## config.mk

```make
export PLATFORM = sky130hd
export DESIGN_NAME = cue_ball_motion
export DESIGN_NICKNAME = d
export VERILOG_FILES = /design/src/rtl/billiard_pkg.sv /design/src/rtl/axis_integrator.sv /design/src/rtl/cue_ball_motion.sv
export SDC_FILE = /design/constraint.sdc
export NUM_CORES = 1
export LEC_CHECK = 0
export CORE_MARGIN = 10
export CORE_UTILIZATION = 65
export CTS_BUF_LIST = sky130_fd_sc_hd__clkbuf_4 sky130_fd_sc_hd__clkbuf_8
export DETAILED_ROUTE_END_ITERATION = 10
export PLACE_DENSITY = 0.91
export SETUP_SLACK_MARGIN = 0.05
export SLEW_MARGIN = 20
export SYNTH_ARGS = -nofsm -noshare
export SYNTH_HDL_FRONTEND = slang
export SYNTH_SLANG_ARGS = --single-unit
```

## constraint.sdc

```tcl
create_clock -name clk -period 9.15 [get_ports clk]
set_input_delay 1.83 -clock clk [delete_from_list [all_inputs] [get_ports clk]]
set_output_delay 1.83 -clock clk [all_outputs]
set_load 0.005 [all_outputs]
```

## src/rtl/billiard_pkg.sv

```systemverilog
// rtl/billiard_pkg.sv - shared cue-ball types, table bounds and motion defaults
package billiard_pkg;

  typedef enum logic {
    IDLE   = 1'b0,
    MOVING = 1'b1
  } ball_state_t;

  localparam int DEFAULT_FRAC_BITS       = 6;
  localparam int DEFAULT_FRICTION_PERIOD = 4;

  localparam int SPAWN_X = 200;
  localparam int SPAWN_Y = 240;

  localparam int TABLE_X_MIN = 32;
  localparam int TABLE_X_MAX = 592;
  localparam int TABLE_Y_MIN = 32;
  localparam int TABLE_Y_MAX = 448;

  localparam int PIX_W = 11;
  localparam int VEL_W = 11;

  // Largest shot magnitude the aiming block may commit; negation must stay in VEL_W.
  localparam int VELOCITY_LIMIT = 200;

endpackage

```

## src/rtl/axis_integrator.sv

```systemverilog
// rtl/axis_integrator.sv - one axis of fixed-point cue-ball motion
// Adds velocity once per frame, clamps to the table edge with a bounce, then applies friction.
module axis_integrator #(
  parameter int FRAC_BITS = 6,
  parameter int MIN_POS   = 32,
  parameter int MAX_POS   = 592,
  parameter int INIT_POS  = 200,
  parameter int VEL_W     = 11,
  parameter int PIX_W     = 11
) (
  input  logic                    clk,
  input  logic                    resetN,
  input  logic                    respawn,
  input  logic                    load,
  input  logic signed [VEL_W-1:0] loadVel,
  input  logic                    step,
  input  logic                    frictionTick,
  output logic        [PIX_W-1:0] topLeft,
  output logic signed [VEL_W-1:0] velNext
);

  localparam int POS_W = 12 + FRAC_BITS;
  localparam logic signed [POS_W-1:0] MIN_FX  = POS_W'(MIN_POS << FRAC_BITS);
  localparam logic signed [POS_W-1:0] MAX_FX  = POS_W'(MAX_POS << FRAC_BITS);
  localparam logic signed [POS_W-1:0] INIT_FX = POS_W'(INIT_POS << FRAC_BITS);

  logic signed [POS_W-1:0] pos, posSum, posNext;
  logic signed [VEL_W-1:0] vel, velBounced;

  always_comb begin
    posSum     = pos + POS_W'(vel);
    posNext    = posSum;
    velBounced = vel;
    if (posSum < MIN_FX) begin
      posNext    = MIN_FX;
      velBounced = -vel;
    end else if (posSum > MAX_FX) begin
      posNext    = MAX_FX;
      velBounced = -vel;
    end
    // Friction acts on the post-bounce velocity so a wall hit cannot undo it.
    velNext = velBounced;
    if (frictionTick && velBounced != '0) begin
      velNext = velBounced[VEL_W-1] ? velBounced + VEL_W'(1) : velBounced - VEL_W'(1);
    end
  end

  always_ff @(posedge clk or negedge resetN) begin
    if (!resetN) begin
      pos <= INIT_FX;
      vel <= '0;
    end else if (respawn) begin
      pos <= INIT_FX;
      vel <= '0;
    end else if (load) begin
      vel <= loadVel;
    end else if (step) begin
      pos <= posNext;
      vel <= velNext;
    end
  end

  assign topLeft = pos[FRAC_BITS+PIX_W-1:FRAC_BITS];

endmodule

```

## src/rtl/cue_ball_motion.sv

```systemverilog
// rtl/cue_ball_motion.sv - cue-ball shot acceptance, per-frame integration and idle detect
// Owns the IDLE/MOVING FSM, the friction frame counter and the shotAccepted pulse.
module cue_ball_motion
  import billiard_pkg::*;
#(
  parameter int INIT_X          = SPAWN_X,
  parameter int INIT_Y          = SPAWN_Y,
  parameter int X_MIN           = TABLE_X_MIN,
  parameter int X_MAX           = TABLE_X_MAX,
  parameter int Y_MIN           = TABLE_Y_MIN,
  parameter int Y_MAX           = TABLE_Y_MAX,
  parameter int FRAC_BITS       = DEFAULT_FRAC_BITS,
  parameter int FRICTION_PERIOD = DEFAULT_FRICTION_PERIOD
) (
  input  logic                    clk,
  input  logic                    resetN,
  input  logic                    startOfFrame,
  input  logic                    velocityWriteEnable,
  input  logic signed [VEL_W-1:0] newVelocityX,
  input  logic signed [VEL_W-1:0] newVelocityY,
  input  logic                    ballInPocket,
  output logic        [PIX_W-1:0] topLeftX,
  output logic        [PIX_W-1:0] topLeftY,
  output logic                    ballIdle,
  output logic                    shotAccepted
);

  localparam int CNT_W = (FRICTION_PERIOD > 1) ? $clog2(FRICTION_PERIOD) : 1;

  ball_state_t state, stateNext;
  logic [CNT_W-1:0] frameCnt, frameCntNext;
  logic shotAccept, frameUpdate, frictionTick, stopNow;
  logic signed [VEL_W-1:0] velXNext, velYNext;

  always_comb begin
    shotAccept   = (state == IDLE) && velocityWriteEnable && !ballInPocket &&
                   (newVelocityX != '0 || newVelocityY != '0);
    frameUpdate  = (state == MOVING) && startOfFrame && !ballInPocket;
    frameCntNext = (frameCnt == CNT_W'(FRICTION_PERIOD - 1)) ? '0 : frameCnt + CNT_W'(1);
    frictionTick = frameUpdate && (frameCntNext == '0);
    stopNow      = frameUpdate && (velXNext == '0) && (velYNext == '0);
  end

  always_ff @(posedge clk or negedge resetN) begin
    if (!resetN) state <= IDLE;
    else         state <= stateNext;
  end

  always_comb begin
    stateNext = state;
    if (ballInPocket) begin
      stateNext = IDLE;
    end else begin
      case (state)
        IDLE:    if (shotAccept) stateNext = MOVING;
        MOVING:  if (stopNow)    stateNext = IDLE;
        default: stateNext = IDLE;
      endcase
    end
  end

  always_comb begin
    ballIdle = (state == IDLE);
  end

  always_ff @(posedge clk or negedge resetN) begin
    if (!resetN) begin
      frameCnt     <= '0;
      shotAccepted <= 1'b0;
    end else begin
      shotAccepted <= shotAccept;
      if (ballInPocket || shotAccept) frameCnt <= '0;
      else if (frameUpdate)           frameCnt <= frameCntNext;
    end
  end

  axis_integrator #(
    .FRAC_BITS(FRAC_BITS), .MIN_POS(X_MIN), .MAX_POS(X_MAX), .INIT_POS(INIT_X),
    .VEL_W(VEL_W), .PIX_W(PIX_W)
  ) axisX (
    .clk(clk), .resetN(resetN), .respawn(ballInPocket), .load(shotAccept),
    .loadVel(newVelocityX), .step(frameUpdate), .frictionTick(frictionTick),
    .topLeft(topLeftX), .velNext(velXNext)
  );

  axis_integrator #(
    .FRAC_BITS(FRAC_BITS), .MIN_POS(Y_MIN), .MAX_POS(Y_MAX), .INIT_POS(INIT_Y),
    .VEL_W(VEL_W), .PIX_W(PIX_W)
  ) axisY (
    .clk(clk), .resetN(resetN), .respawn(ballInPocket), .load(shotAccept),
    .loadVel(newVelocityY), .step(frameUpdate), .frictionTick(frictionTick),
    .topLeft(topLeftY), .velNext(velYNext)
  );

endmodule

```

==> run metrics <==
run status completed; final antenna-violating net count 0; setup bufs post-CTS 0; synth warn 0; cells along the critical path ha_1 -> fa_1 -> a211oi_2 -> o211ai_2 -> a2111o_1 -> nand3_1 -> o211ai_2 -> nor3b_4 -> nor3_2 -> a211oi_2 -> or2_1 -> xnor2_1 -> ha_1 -> nand2b_1 -> nor4b_1 -> o22ai_1 -> o211a_1 -> mux2_1 -> or4_1 -> a22oi_1 -> o211ai_1 -> nor4_1 -> a21oi_1; highest ir drop seen on vdd between 100 and 150 uV; share of power burned in the clock network roughly 17%; path class of the lowest-slack min-delay path flip-flop to flip-flop; required time reported for the critical path endpoint between 9000 and 10000 ps; portion of the clock cycle consumed by the worst path in the final layout 70.87%; starting utilization of the core area roughly two thirds; via total after detailed routing just over 8000; wire length of the first global-routing pass roughly 39 mm; die width around 130 um; clock sink count 62; Async S/R FF share, synth 100.0%; Net Sw Frac between 40 and 50%; setup repair after global routing missed its margin false; maximum clock frequency 154.2 MHz; Synth Net Count approximately 1100; fraction of layout cells with a size suffix above 1 under 10%; count of buffers inserted at the top-level ports 50; type of origin of the critical path flip-flop; H-tree depth 3; largest net degree at the start of global routing 63; ratio of total power to cell area approximately 170 nW/um^2; max-slew violation count 0; GRT Util Overall roughly 28%; number of synthesized flops with an enable pin 0; endpoint class of the critical path flip-flop; global route total overflow 0; area of the core region about 12000 um^2; sequential cell area fraction in the yosys report about a fifth; # diodes 0; arrival time of the worst setup path between 6000 and 7000 ps; count of buffering cells on the critical path with inverters included 0; cell count after synthesis 1009; quantity of hold-fixing buffers added after cts 0; time the worst path needs with I/O delays and setup 6484 ps; Total Neg Setup Slack 0 ps; maximum clock skew at final layout approximately 13 ps; RePlAce Congestion 1.023; Max transition margin about a third; I/O pin count a little over 50; share of power burned in combinational logic ~60%; leakage power 3.309 nW; flip-flop cell with the highest count after synthesis dfrtp_1; Detailed Place HPWL between 15 and 20 mm; Area growth, synth to finish 6.035%; sw power roughly 0.7 mW; highest net fanout along the worst path 11; hold violation total from the final report 0; Critical Path Slowest Stage Cell dfrtp_1; transition time of the tightest slew-check pin around 1000 ps; critical path's top delay family compound AO/OA/AOI/OAI gates; Synth Register Bits slightly above 60; Total Routed Length 24.03 mm; max-capacitance violation count 0; Num CTS Buffers 9; largest stage delay on the critical path 550 ps; CTS max path bufs 2; DRC violation count after routing 0; Iteration-0 DRC Markers between 1000 and 1500; Cell Rows 39; die boundary height ~130 um; Post-Syn Area per Cell 7.706 um^2; routed vias/inst around 7.1; area of the die 16740 um^2; Skew-Pair Late Insertion Delay between 300 and 400 ps; number of resized instances in the post-cts repair step 0; root buf cell clkbuf_8; Setup CP Type flip-flop to flip-flop; Routed WL per cell roughly 21 um; number of antenna violations at the first check in global routing 0; cell-internal power around 0.71 mW; area of the mapped netlist roughly 8000 um^2; vias in the first global route 7309; fraction of power consumed by sequential logic between 20% and 30%; Clock transition at path regs around 80 ps; sum of internal, switching and leakage power ~1.4 mW; Detailed Routing Iterations Pass 1 5; CTS tree done; nets ~1100; final setup violation count 0; number of distinct library cells after synthesis ~110
## logic make-up after synthesis
kind of cell               share of synthesized area [%]
AOI/OAI and AO/OA                                  31.67
xor gates and xnor gates                           6.260
adders and majority gates                          7.564
buffers and inverters                              7.129
DFF                                                20.07
muxes                                              1.271
and+or+nand+nor                                    26.04
## Yosys cell counts, drive strengths merged (9+ instances only)
library cell  count  share of area, %
a211oi           21               2.3
a21o             14               1.4
a21oi            69               4.5
a22o             18               2.0
a31oi            11              0.97
and2             19               1.5
and3             12              0.97
buf              45               3.7
clkbuf           40               1.9
dfrtp            55                18
ha               43               6.9
inv              30               1.4
nand2            91               4.5
nand2b           14               1.1
nand3            24               1.5
nand4             9              0.72
nor2             96               4.7
nor3             54               3.7
nor4             17               1.5
o211ai           18               1.9
o21a             12               1.2
o21ai            59               3.8
o31ai            11               1.4
or3              19               1.5
xnor2            27               3.0
xor2             23               2.9
## worst paths after layout
path,from,end,slack (ps),depth (start not counted)
max in group asynchronous,resetN,axisX.vel[8],6980,2
min in group asynchronous,resetN,axisY.pos[15],1620,2
min reg2reg,axisX.pos[3],axisX.pos[3],510,1
max reg2reg,axisX.vel[0],state,2670,23
min,axisX.pos[3],axisX.pos[3],510,1
max,axisX.vel[0],state,2670,23
## power by group through the flow
stage	Clock (mW)	Combinational [mW]	Sequential [mW]
6_report	0.237	0.849	0.326
5_1_grt	0.246	0.923	0.329
4_1_cts	0.235	0.826	0.324
3_5_place_dp	0	0.820	0.330
3_3_place_gp	0	0.814	0.329
2_1_floorplan	0	0.666	0.303
## per-stage QoR
| stage | std cells | hold WS [ps] | area [um^2] | util, % | setup slack, ps |
|---|---|---|---|---|---|
| final | 1141 | 513.8 | 8244 | 71.29 | 2666 |
| after global routing | 1141 | 535.8 | 8244 | 71.29 | 2266 |
| after CTS | 1141 | 515.5 | 8244 | 71.29 | 2820 |
| after detailed placement | 1125 | 492.7 | 8070 | 69.78 | 2841 |
| after global placement | 1125 | 475.6 | 8070 | 69.78 | 3074 |
| after floorplan | 1009 | 453.8 | 7775 | - | 3746 |
## cells in the final DEF, fill, tap and decap left out, drive strengths merged, types with 24 or more instances in the layout
master,count
nor2,96
clkdlybuf4s50,49
o21ai,59
dfrtp,55
a21oi,69
nand3,24
nor3,54
xnor2,27
inv,31
ha,43
nand2,91
## sequential cells by signal (all words and copies together) (netlist names)
register      count
axisX.pos        18
axisY.pos        18
axisX.vel        11
axisY.vel        11
frameCnt          2
shotAccepted      1
state             1
## final cells by class
class                      instances  area (um^2)
inverter                          30        112.6
multi-input combinational        832         5663
tap                              143        178.9
fill                             956         3321
sequential                        62         1560
timing repair buffer              58        555.5
clock inverter                     7        50.05
clock buffer                       9        123.9
## metal layers
layer  GRT usage, %  vias to the layer above  share of wire [%]
li1               -                     3761                  -
met1          40.08                     3802                 44
met2          41.46                      472                 42
met3          6.117                       57                 10
met4          11.24                        0                3.1
met5              0                        -                  0
Note: power is estimated with default switching activity, not from simulation.
